===== src/rtl/varint_encoder_fsm.sv =====
// Protobuf-style varint encoder control FSM: pops 32-bit words from an input FIFO
// and pushes 1-5 bytes (LS 7-bit group first) plus an end-of-varint index push.
module varint_encoder_fsm (
  input  logic        clk,
  input  logic        reset,
  input  logic        varint_in_fifo_empty,
  input  logic        varint_out_fifo_full,
  input  logic [31:0] varint_data_in,
  output logic        varint_in_fifo_pop,
  output logic        varint_in_index_pop,
  output logic        varint_out_fifo_clr,
  output logic        varint_out_fifo_push,
  output logic        varint_out_index_clr,
  output logic        varint_out_index_push,
  output logic [7:0]  varint_data_out
);

  localparam int unsigned IN_W  = 32;
  localparam int unsigned OUT_W = 8;
  localparam int unsigned GRP_W = 7;

  typedef enum logic [2:0] {
    S_INIT,
    S_V_READY,
    S_LOAD,
    S_ENCODE_L,
    S_LOAD_COND,
    S_VF_FULL
  } state_t;

  state_t             r_state;
  logic [IN_W-1:0]    r_sr;
  logic               r_done;
  logic               r_in_pop;
  logic               r_in_idx_pop;
  logic               r_out_clr;
  logic               r_out_idx_clr;
  logic               r_out_push;
  logic               r_out_idx_push;
  logic [OUT_W-1:0]   r_data_out;

  logic [IN_W-1:0]    w_enc_src;
  logic               w_enc_more;
  logic [OUT_W-1:0]   w_enc_byte;
  logic               w_sr_more;

  // Outputs are registered, so the byte for an ENCODE_L cycle is formed on the
  // edge that enters it: straight from the FIFO head when leaving LOAD.
  assign w_enc_src  = (r_state == S_LOAD) ? varint_data_in : r_sr;
  assign w_enc_more = |w_enc_src[IN_W-1:GRP_W];
  assign w_enc_byte = {w_enc_more, w_enc_src[GRP_W-1:0]};
  assign w_sr_more  = |r_sr[IN_W-1:GRP_W];

  always_ff @(posedge clk or negedge reset) begin
    if (!reset) begin
      r_state        <= S_INIT;
      r_sr           <= '0;
      r_done         <= 1'b0;
      r_in_pop       <= 1'b0;
      r_in_idx_pop   <= 1'b0;
      r_out_clr      <= 1'b1;
      r_out_idx_clr  <= 1'b1;
      r_out_push     <= 1'b0;
      r_out_idx_push <= 1'b0;
      r_data_out     <= '0;
    end else begin
      r_in_pop       <= 1'b0;
      r_in_idx_pop   <= 1'b0;
      r_out_clr      <= 1'b0;
      r_out_idx_clr  <= 1'b0;
      r_out_push     <= 1'b0;
      r_out_idx_push <= 1'b0;
      r_data_out     <= '0;
      case (r_state)
        S_INIT: begin
          r_state <= S_V_READY;
        end
        S_V_READY: begin
          if (!varint_in_fifo_empty) begin
            r_state      <= S_LOAD;
            r_in_pop     <= 1'b1;
            r_in_idx_pop <= 1'b1;
          end
        end
        S_LOAD: begin
          r_sr <= varint_data_in;
          if (varint_out_fifo_full) begin
            r_state <= S_VF_FULL;
          end else begin
            r_state        <= S_ENCODE_L;
            r_out_push     <= 1'b1;
            r_out_idx_push <= !w_enc_more;
            r_data_out     <= w_enc_byte;
          end
        end
        S_ENCODE_L: begin
          r_sr    <= r_sr >> GRP_W;
          r_done  <= !w_sr_more;
          r_state <= S_LOAD_COND;
        end
        S_LOAD_COND: begin
          if (r_done) begin
            r_state <= S_V_READY;
          end else if (varint_out_fifo_full) begin
            r_state <= S_VF_FULL;
          end else begin
            r_state        <= S_ENCODE_L;
            r_out_push     <= 1'b1;
            r_out_idx_push <= !w_enc_more;
            r_data_out     <= w_enc_byte;
          end
        end
        S_VF_FULL: begin
          if (!varint_out_fifo_full) begin
            r_state        <= S_ENCODE_L;
            r_out_push     <= 1'b1;
            r_out_idx_push <= !w_enc_more;
            r_data_out     <= w_enc_byte;
          end
        end
        default: begin
          r_state <= S_INIT;
        end
      endcase
    end
  end

  assign varint_in_fifo_pop    = r_in_pop;
  assign varint_in_index_pop   = r_in_idx_pop;
  assign varint_out_fifo_clr   = r_out_clr;
  assign varint_out_fifo_push  = r_out_push;
  assign varint_out_index_clr  = r_out_idx_clr;
  assign varint_out_index_push = r_out_idx_push;
  assign varint_data_out       = r_data_out;

endmodule


===== config.mk =====
export PLATFORM = sky130hd
export DESIGN_NAME = varint_encoder_fsm
export DESIGN_NICKNAME = d
export VERILOG_FILES = /design/src/rtl/varint_encoder_fsm.sv
export SDC_FILE = /design/constraint.sdc
export NUM_CORES = 1
export LEC_CHECK = 0
export CORE_MARGIN = 8
export CORE_UTILIZATION = 45
export DETAILED_ROUTE_END_ITERATION = 8
export PLACE_DENSITY = 0.75
export SETUP_SLACK_MARGIN = 0.05
export SLEW_MARGIN = 20
export SYNTH_ARGS = -nofsm -noshare
export SYNTH_HDL_FRONTEND = slang
export SYNTH_SLANG_ARGS = --single-unit

===== constraint.sdc =====
create_clock -name clk -period 1.4 [get_ports clk]
set_input_delay 0.35 -clock clk [delete_from_list [all_inputs] [get_ports clk]]
set_output_delay 0.35 -clock clk [all_outputs]
set_load 0.05 [all_outputs]

**Word-level counts from Yosys, hierarchy flattened**

Cells that the tools add are included.

- Flip-flop bits (word level): 48
- Output and inout bits: 14
- Word-level logic and storage cells: 41

- Eq/ne operators: 7
- Mux-type cells: 18
- Reductions and logical operators: 8

Operators by type and width:

| kind | number |
|---|---|
| 32-bit one-hot mux with 2 select lines | 1 |
| 25-bit OR reduction | 2 |
| 32-bit 2-to-1 mux | 1 |
| 3-bit one-hot mux with 6 select lines | 1 |
| 8-bit 2-to-1 mux | 2 |
| 8-bit one-hot mux with 2 select lines | 1 |
| 3-bit 2-to-1 mux | 4 |
| 3-bit by 2-bit == test with 1-bit output, second input constant | 2 |
| 3-bit == test, second input constant | 2 |
| 1-bit 2-to-1 mux | 6 |
| 2-bit != test, second input constant | 2 |
| 1-bit one-hot mux with 2 select lines | 2 |
| 3-bit by 1-bit == test with 1-bit output, second input constant | 1 |
| 3-bit logical NOT | 1 |
| 1-bit logical NOT | 2 |
| 2-bit AND reduction | 1 |
| 2-bit nonzero test | 1 |
| 2-bit OR reduction | 1 |

**Logic depth before layout (Yosys ltp)**

Gate-level depths: netlist of run 1.

- Depth in word-level cells: 7
- Mapped depth: 6

**Least setup slack after synthesis of run 1**

No wires, ideal clock.

- Path kind: reg-to-reg
- Start point: register r_state[2]
- End point: register r_out_idx_push (netlist: varint_out_index_push)
- Arrival: 1233 ps
- Data required time: 1281 ps
- Slack: 49 ps
- Stages on the path, launching flop included: 7
- Buffers on the path: 2
- Clock period less this slack: 1351 ps
- Path through: dfrtp_1 -> buf_6 -> or3b_1 -> buf_6 -> nand4_1 -> o22ai_1 -> nor2b_1

- Longest elaborated chain between the ends: 7
- Elaborated cells between the ends (all ways): 10
- Classes of those cells: 3 x eq/ne; 4 x mux; 3 x reduce/logical

RTL lines:

| element | RTL line | RTL |
|---|---|---|
| from (decl) | 31 | `state_t r_state;` |
| from (signal assigned) | 56 | `r_state <= S_INIT;` |
| from (signal assigned) | 76 | `r_state <= S_V_READY;` |
| from (signal assigned) | 80 | `r_state <= S_LOAD;` |
| 3-bit by 2-bit == test with 1-bit output | 49, 74 |  |
| 32-bit 2-to-1 mux | 49 | `assign w_enc_src = (r_state == S_LOAD) ? varint_data_in : r_sr;` |
| 25-bit OR reduction | 50 | `assign w_enc_more = \|w_enc_src[IN_W-1:GRP_W];` |
| 1-bit logical NOT | 92, 109, 117 |  |
| 1-bit 2-to-1 mux | 87, 104, 114 |  |
| 1-bit 2-to-1 mux | 102 | `if (r_done) begin` |
| 1-bit one-hot mux with 2 select lines * | 74 | `case (r_state)` |
| to (signal assigned) | 92 | `r_out_idx_push <= !w_enc_more;` |
| to (signal assigned) | 109 | `r_out_idx_push <= !w_enc_more;` |
| to (signal assigned) | 117 | `r_out_idx_push <= !w_enc_more;` |
| to (decl) | 39 | `logic r_out_idx_push;` |

Mark *: on every way between the ends. The rest lies on a longest branch, timed or not.
A chain may end at the register's enable or synchronous reset.

**Final worst setup path of run 1**

- Start point: input varint_data_in[13]
- End point: register r_out_idx_push (netlist: varint_out_index_push)

- Longest elaborated chain between the ends: 6

RTL lines:

| element | RTL line | RTL |
|---|---|---|
| from (decl) | 8 | `input logic [31:0] varint_data_in,` |
| 32-bit 2-to-1 mux * | 49 |  |
| 25-bit OR reduction * | 50 |  |
| 1-bit logical NOT * | 92, 109, 117 |  |
| 1-bit 2-to-1 mux * | 87, 104, 114 |  |
| 1-bit 2-to-1 mux | 102 |  |
| 1-bit one-hot mux with 2 select lines * | 74 |  |

Marks and branches as above.

==> flow_summary.json, run 1 <==
{
  "diodes": 0,
  "finalSetupTns_ns": -0.118,
  "gp_congestion": 0.815,
  "ant_nets": 0,
  "critPathTopFamily": "simple AND/OR/NAND/NOR gates",
  "yosysTopAreaCell": "dfrtp_1",
  "grt_pass1_wl_um": 9860,
  "drt_iter0_markers": 158,
  "setup_viol": 2,
  "fin_ws_ns": -0.0725,
  "hp-class": "input port to flip-flop",
  "synth.ff_latch_count": 48,
  "yosysTopAreaCellShare_pct": 52.6,
  "antenna_found_initial": 0,
  "clk_pin_slew_worst_paths_ns": 0.09,
  "netlist_area_sq_mm": 0.00223,
  "synth_edf_count": 0,
  "p_switching_w": 0.00260,
  "cp.required_ns": 1.64,
  "h-tree-depth": 2,
  "grt_use_total_pct": 16.9,
  "fin_crit_sh_pct": 105,
  "clock-sinks": 48,
  "grt_max_degree": 40,
  "hold_viol": 0,
  "status": "finished, violations left",
  "slowest_delay_ns": 0.43,
  "finClkSkew_ns": 0.00729,
  "design_area_sq_mm": 0.00334,
  "avgSynthCellArea_sq_um": 9.84,
  "overflow": 0,
  "fp.dieArea_sq_mm": 0.00748,
  "fin_crit_ns": 1.47,
  "ys_async_sr_fraction_pct": 100,
  "drv_cap": 0,
  "area_delta_synth_final_pct": 49.4,
  "viasPerCell": 5.32,
  "ir_drop_mv": 0.751,
  "cts_buffers": 5,
  "fp-row-count": 25,
  "die_w_um": 86.5,
  "wl_um": 6210,
  "die_height_um": 86.5,
  "top_level_ports": 50,
  "worst-endpoint-arrival_ns": 1.71,
  "drv_slew": 0,
  "clk_latency_ns": 0.30,
  "final_common_cell": "nand2_1",
  "final_nets": 339,
  "violations": "negative setup slack",
  "wl_per_cell_um": 16.7,
  "p_leak_nw": 1.55,
  "dpl.hpwl_um": 4330,
  "netlist_instances": 227,
  "p_comb_share_pct": 48.6,
  "synth_cell_types": 26,
  "num_vias": 1973,
  "start_util_pct": 47.0,
  "start_kind": "input port",
  "intPower_w": 0.00373,
  "pwr-share-seq_pct": 38.9,
  "yosysWarnings": 0,
  "grt_setup_unrepaired": "yes",
  "p_clk_share_pct": 12.6,
  "core_area_sq_mm": 0.00475,
  "clk_path_buf_depth": 2,
  "synth.top_cells.by_area": "dfrtp_1 (53%), mux2i_1 (11%), nand2_1 (9.1%)",
  "p_sw_share_pct": 41.0,
  "cts_tree": "done",
  "cp-end-kind": "flip-flop",
  "crit_chain": "clkdlybuf4s50_1 -> nor4_2 -> nand4_1 -> o22ai_2 -> nor2b_1",
  "cts_root_buf": "clkbuf_8",
  "drive_gt1_share_pct": 25.3,
  "crit_buf_inv": 1,
  "layout_common_cells": "nand2_1 (54), dfrtp_1 (46), o21ai_0 (32), clkdlybuf4s50_1 (29), buf_4 (28)",
  "critPathKind": "input port to flip-flop",
  "synth_flop_cell": "dfrtp_1",
  "grt_pass1_vias": 2021,
  "fmax_mhz": 679,
  "placed_cell_area_sq_mm": 0.00310,
  "port_buffers": 49,
  "fill_cells": 363,
  "slowest_stage": "clkdlybuf4s50_1",
  "drt_pass1_iterations": 4,
  "power.density_mw_per_mm2": 1900,
  "synthesis.nets": 263,
  "drcViolationCount": 0,
  "crit_fanout": 2,
  "seq_area_frac_synth_pct": 53.8
}
-- layout make-up --
| class | instances | area, sq um | area share [%] |
|---|---|---|---|
| Sequential cell | 48 | 1200 | 36.1 |
| Multi-Input combinational cell | 161 | 1030 | 30.8 |
| Timing Repair Buffer | 84 | 927 | 27.8 |
| Tap cell | 67 | 83.8 | 2.51 |
| Clock buffer | 7 | 76.3 | 2.29 |
| Inverter | 3 | 15.0 | 0.450 |
| Clock inverter | 1 | 5.00 | 0.150 |
-- synth_stat cells, types with 4 or more instances --
library cell	instances
nand2_1	54
dfrtp_1	47
o21ai_0	36
mux2i_1	25
nor4_1	11
a21oi_1	8
buf_4	5
nor2_1	5
buf_2	4
clkbuf_1	4
nand4_1	4
-- power by group through the flow --
| stage | clock network [W] | registers (W) | logic [W] |
|---|---|---|---|
| CTS | 0.000810 | 0.00243 | 0.00289 |
| global placement | 0 | 0.00235 | 0.00268 |
| floorplan | 0 | 0.00247 | 0.00163 |
| finish | 0.000795 | 0.00246 | 0.00307 |
| detailed placement | 0 | 0.00239 | 0.00277 |
| global route | 0.000861 | 0.00251 | 0.00335 |
-- registers in the layout, summed over array words and instances, names as in the netlist --
register               flops
varint_out_index_clr       1
varint_out_index_push      1
r_done                     1
varint_in_index_pop        1
r_sr                      32
r_state                    3
varint_out_fifo_push       1
varint_data_out            8
-- worst reg2reg max path: cells and delay by family, from the launching register on --
kind	cells	cell delay (ns)
AND/OR/NAND/NOR	3	0.71
AO/OA/AOI/OAI	1	0.18
flip-flops	1	0.43
-- worst paths after layout --
kind	from	end	slack (ns)	cells after the start
min	varint_data_in[29]	r_sr[29]	0.35	3
min in group asynchronous	reset	varint_data_out[4]	0.46	2
max reg2reg	r_sr[8]	varint_out_index_push	0.02	4
min reg2reg	r_sr[4]	r_sr[4]	0.49	2
max in group asynchronous	reset	r_sr[25]	0.44	3
max	varint_data_in[13]	varint_out_index_push	-0.07	5
-- routing by layer --
| metal | wire length [um] | share of wire [%] | vias up | global-route usage (%) |
|---|---|---|---|---|
| met5 | 0 | 0 | - | 0 |
| met4 | 138 | 2.2 | 0 | 7.67 |
| met3 | 361 | 5.8 | 11 | 4.16 |
| met2 | 3170 | 51 | 77 | 28.6 |
| met1 | 2540 | 41 | 950 | 19.6 |
| li1 | - | - | 935 | - |
-- cell families (layout without fill, tap and decap cells) --
| group | count (synthesis) | after routing | synth area share, % |
|---|---|---|---|
| DFF | 48 | 48 | 53.8 |
| muxes | 25 | 25 | 11.2 |
| other | 1 | 1 | 0.168 |
| AOI/OAI and AO/OA | 50 | 50 | 12.2 |
| buffers and inverters | 18 | 95 | 4.76 |
| and+or+nand+nor | 85 | 85 | 17.9 |
-- what timing repair did --
action | CTS | global route
pin swaps | 5 | 9
setup buffers | 0 | 3
endpoints found under the setup margin | 15 | 44
hold buffers | 1 | 0
endpoints found under the hold margin | 8 | 0
gates resized for setup | 18 | 15
-- through the flow --
stage	util, %	setup WS [ns]	total power [W]	cells	hold slack [ns]
after floorplan	-	0.0489	0.00410	227	0.0544
after global placement	65.1	-0.309	0.00503	359	0.233
after detailed placement	65.1	-0.383	0.00516	359	0.244
after CTS	68.5	0.00535	0.00613	368	0.459
after global routing	70.2	-0.109	0.00673	371	0.373
final	70.2	-0.0725	0.00633	371	0.351
Power figures use the tool's default switching activity.
==> run 2, diff against run 1 <==
GPL_ROUTABILITY_DRIVEN = 0   (was not set)
TNS_END_PERCENT = 100   (was not set)
==> results of run 2 <==
No change in the layout: final DEF, timing and power equal those of run 1.
==> run 3, diff against run 2 <==
RECOVER_POWER = 25   (was not set)
==> flow_summary.json, run 3 (synthesis gave the netlist of run 1 again) <==
{
  "fp.dieArea_sq_mm": 0.00748,
  "viasPerCell": 5.32,
  "drv_slew": 0,
  "clk_path_buf_depth": 2,
  "ant_nets": 0,
  "clock-sinks": 48,
  "relSlewSlack_pct": 51.5,
  "start_kind": "input port",
  "layout_common_cells": "nand2_1 (54), dfrtp_1 (46), o21ai_0 (32), clkdlybuf4s50_1 (29), buf_4 (28)",
  "slowest_delay_ns": 0.43,
  "overflow": 0,
  "wl_um": 6210,
  "crit_buf_inv": 1,
  "grt_use_total_pct": 16.9,
  "die_w_um": 86.5,
  "crit_chain": "clkdlybuf4s50_1 -> nor4_2 -> nand4_1 -> o22ai_2 -> nor2b_1",
  "diodes": 0,
  "drt_iter0_markers": 158,
  "clk_pin_slew_worst_paths_ns": 0.09,
  "fin_crit_sh_pct": 105,
  "num_vias": 1973,
  "grt_max_degree": 40,
  "drive_gt1_share_pct": 25.0,
  "cp.required_ns": 1.64,
  "critPathTopFamily": "simple AND/OR/NAND/NOR gates",
  "ir_drop_mv": 0.751,
  "dp_slack_ns": -0.383,
  "dpl.hpwl_um": 4330,
  "area_delta_synth_final_pct": 49.3,
  "fmax_mhz": 679,
  "regMostFlops": "r_sr",
  "grt_pass1_wl_um": 9860,
  "cts_tree": "done",
  "drt_pass1_iterations": 4,
  "core_area_sq_mm": 0.00475,
  "hold_viol": 0,
  "slowest_stage": "clkdlybuf4s50_1",
  "start_util_pct": 47.0,
  "placed_cell_area_sq_mm": 0.00310,
  "port_buffers": 49,
  "drv_cap": 0,
  "wl_per_cell_um": 16.7,
  "grt_pass1_vias": 2021,
  "violations": "negative setup slack",
  "h-tree-depth": 2,
  "antenna_found_initial": 0,
  "hp-class": "input port to flip-flop",
  "fin_crit_ns": 1.47,
  "top_level_ports": 50,
  "reg2reg_slack_ns": 0.02,
  "cts_buffers": 5,
  "grt_setup_unrepaired": "yes",
  "cts_root_buf": "clkbuf_8",
  "power.density_mw_per_mm2": 1900,
  "final_common_cell": "nand2_1",
  "setup_viol": 2,
  "critPathKind": "input port to flip-flop",
  "final_nets": 339,
  "fp-row-count": 25,
  "finish.utilization_pct": 70.2,
  "largest_reg_flops": 32,
  "cp-end-kind": "flip-flop",
  "fin_ws_ns": -0.0725,
  "p_leak_nw": 1.55,
  "holdWs_ns": 0.351,
  "worstMarginPinSlew_ns": 0.728,
  "clk_latency_ns": 0.30,
  "finClkSkew_ns": 0.00729,
  "crit_fanout": 2,
  "design_area_sq_mm": 0.00334,
  "drcViolationCount": 0,
  "worst-endpoint-arrival_ns": 1.71,
  "die_height_um": 86.5,
  "finalSetupTns_ns": -0.118,
  "status": "finished, violations left"
}
run 3: cell count changes in the layout (fill, tap and decap cells not counted), sizes merged:
cell and change:
clkbuf +1, buf -1
run 3: worst register-to-register path: cells and delay by family (launching register included):
kind	cells	cell delay, ns
flops	1	0.43
compound gates	1	0.18
simple gates	3	0.71
run 3: final timing paths:
check | from | to | cells past startpoint
setup / recovery | varint_data_in[13] | varint_out_index_push | 5
hold / removal | varint_data_in[29] | r_sr[29] | 3
setup reg to reg | r_sr[8] | varint_out_index_push | 4
hold reg to reg | r_sr[4] | r_sr[4] | 2
max in group asynchronous | reset | r_sr[25] | 3
min in group asynchronous | reset | varint_data_out[4] | 2
run 3: report_power, final:
part | leakage, nW | switching, W | total (W) | internal, W
Sequential | 0.620 | 0.000533 | 0.00246 | 0.00193
Combinational | 0.889 | 0.00162 | 0.00307 | 0.00145
Clock | 0.0422 | 0.000444 | 0.000795 | 0.000351
run 3: final cells by class:
class	count	area, sq um
Clock buffer	7	76.3
Clock inverter	1	5.00
Fill cell	364	1420
Inverter	3	15.0
Multi-Input combinational cell	161	1030
Sequential cell	48	1200
Tap cell	67	83.8
Timing Repair Buffer	84	926
run 3: through the flow:
stage | power (W) | instances
after floorplan | 0.00410 | 227
after global placement | 0.00503 | 359
after detailed placement | 0.00516 | 359
after CTS | 0.00613 | 368
after global routing | 0.00673 | 371
final | 0.00633 | 371
run 3: layer usage:
layer | track usage [%] | share of wire (%)
met1 | 19.6 | 41
met2 | 28.6 | 51
met3 | 4.16 | 5.8
met4 | 7.67 | 2.2
met5 | 0 | 0
run 3: repair_timing:
item / in CTS / in global routing
hold endpoints to repair: 8 / 0
pin swaps: 5 / 9
gates cloned: 0 / 0
setup buffers: 0 / 3
hold buffers: 1 / 0
gates resized for setup: 18 / 15
endpoints found under the setup margin: 15 / 44
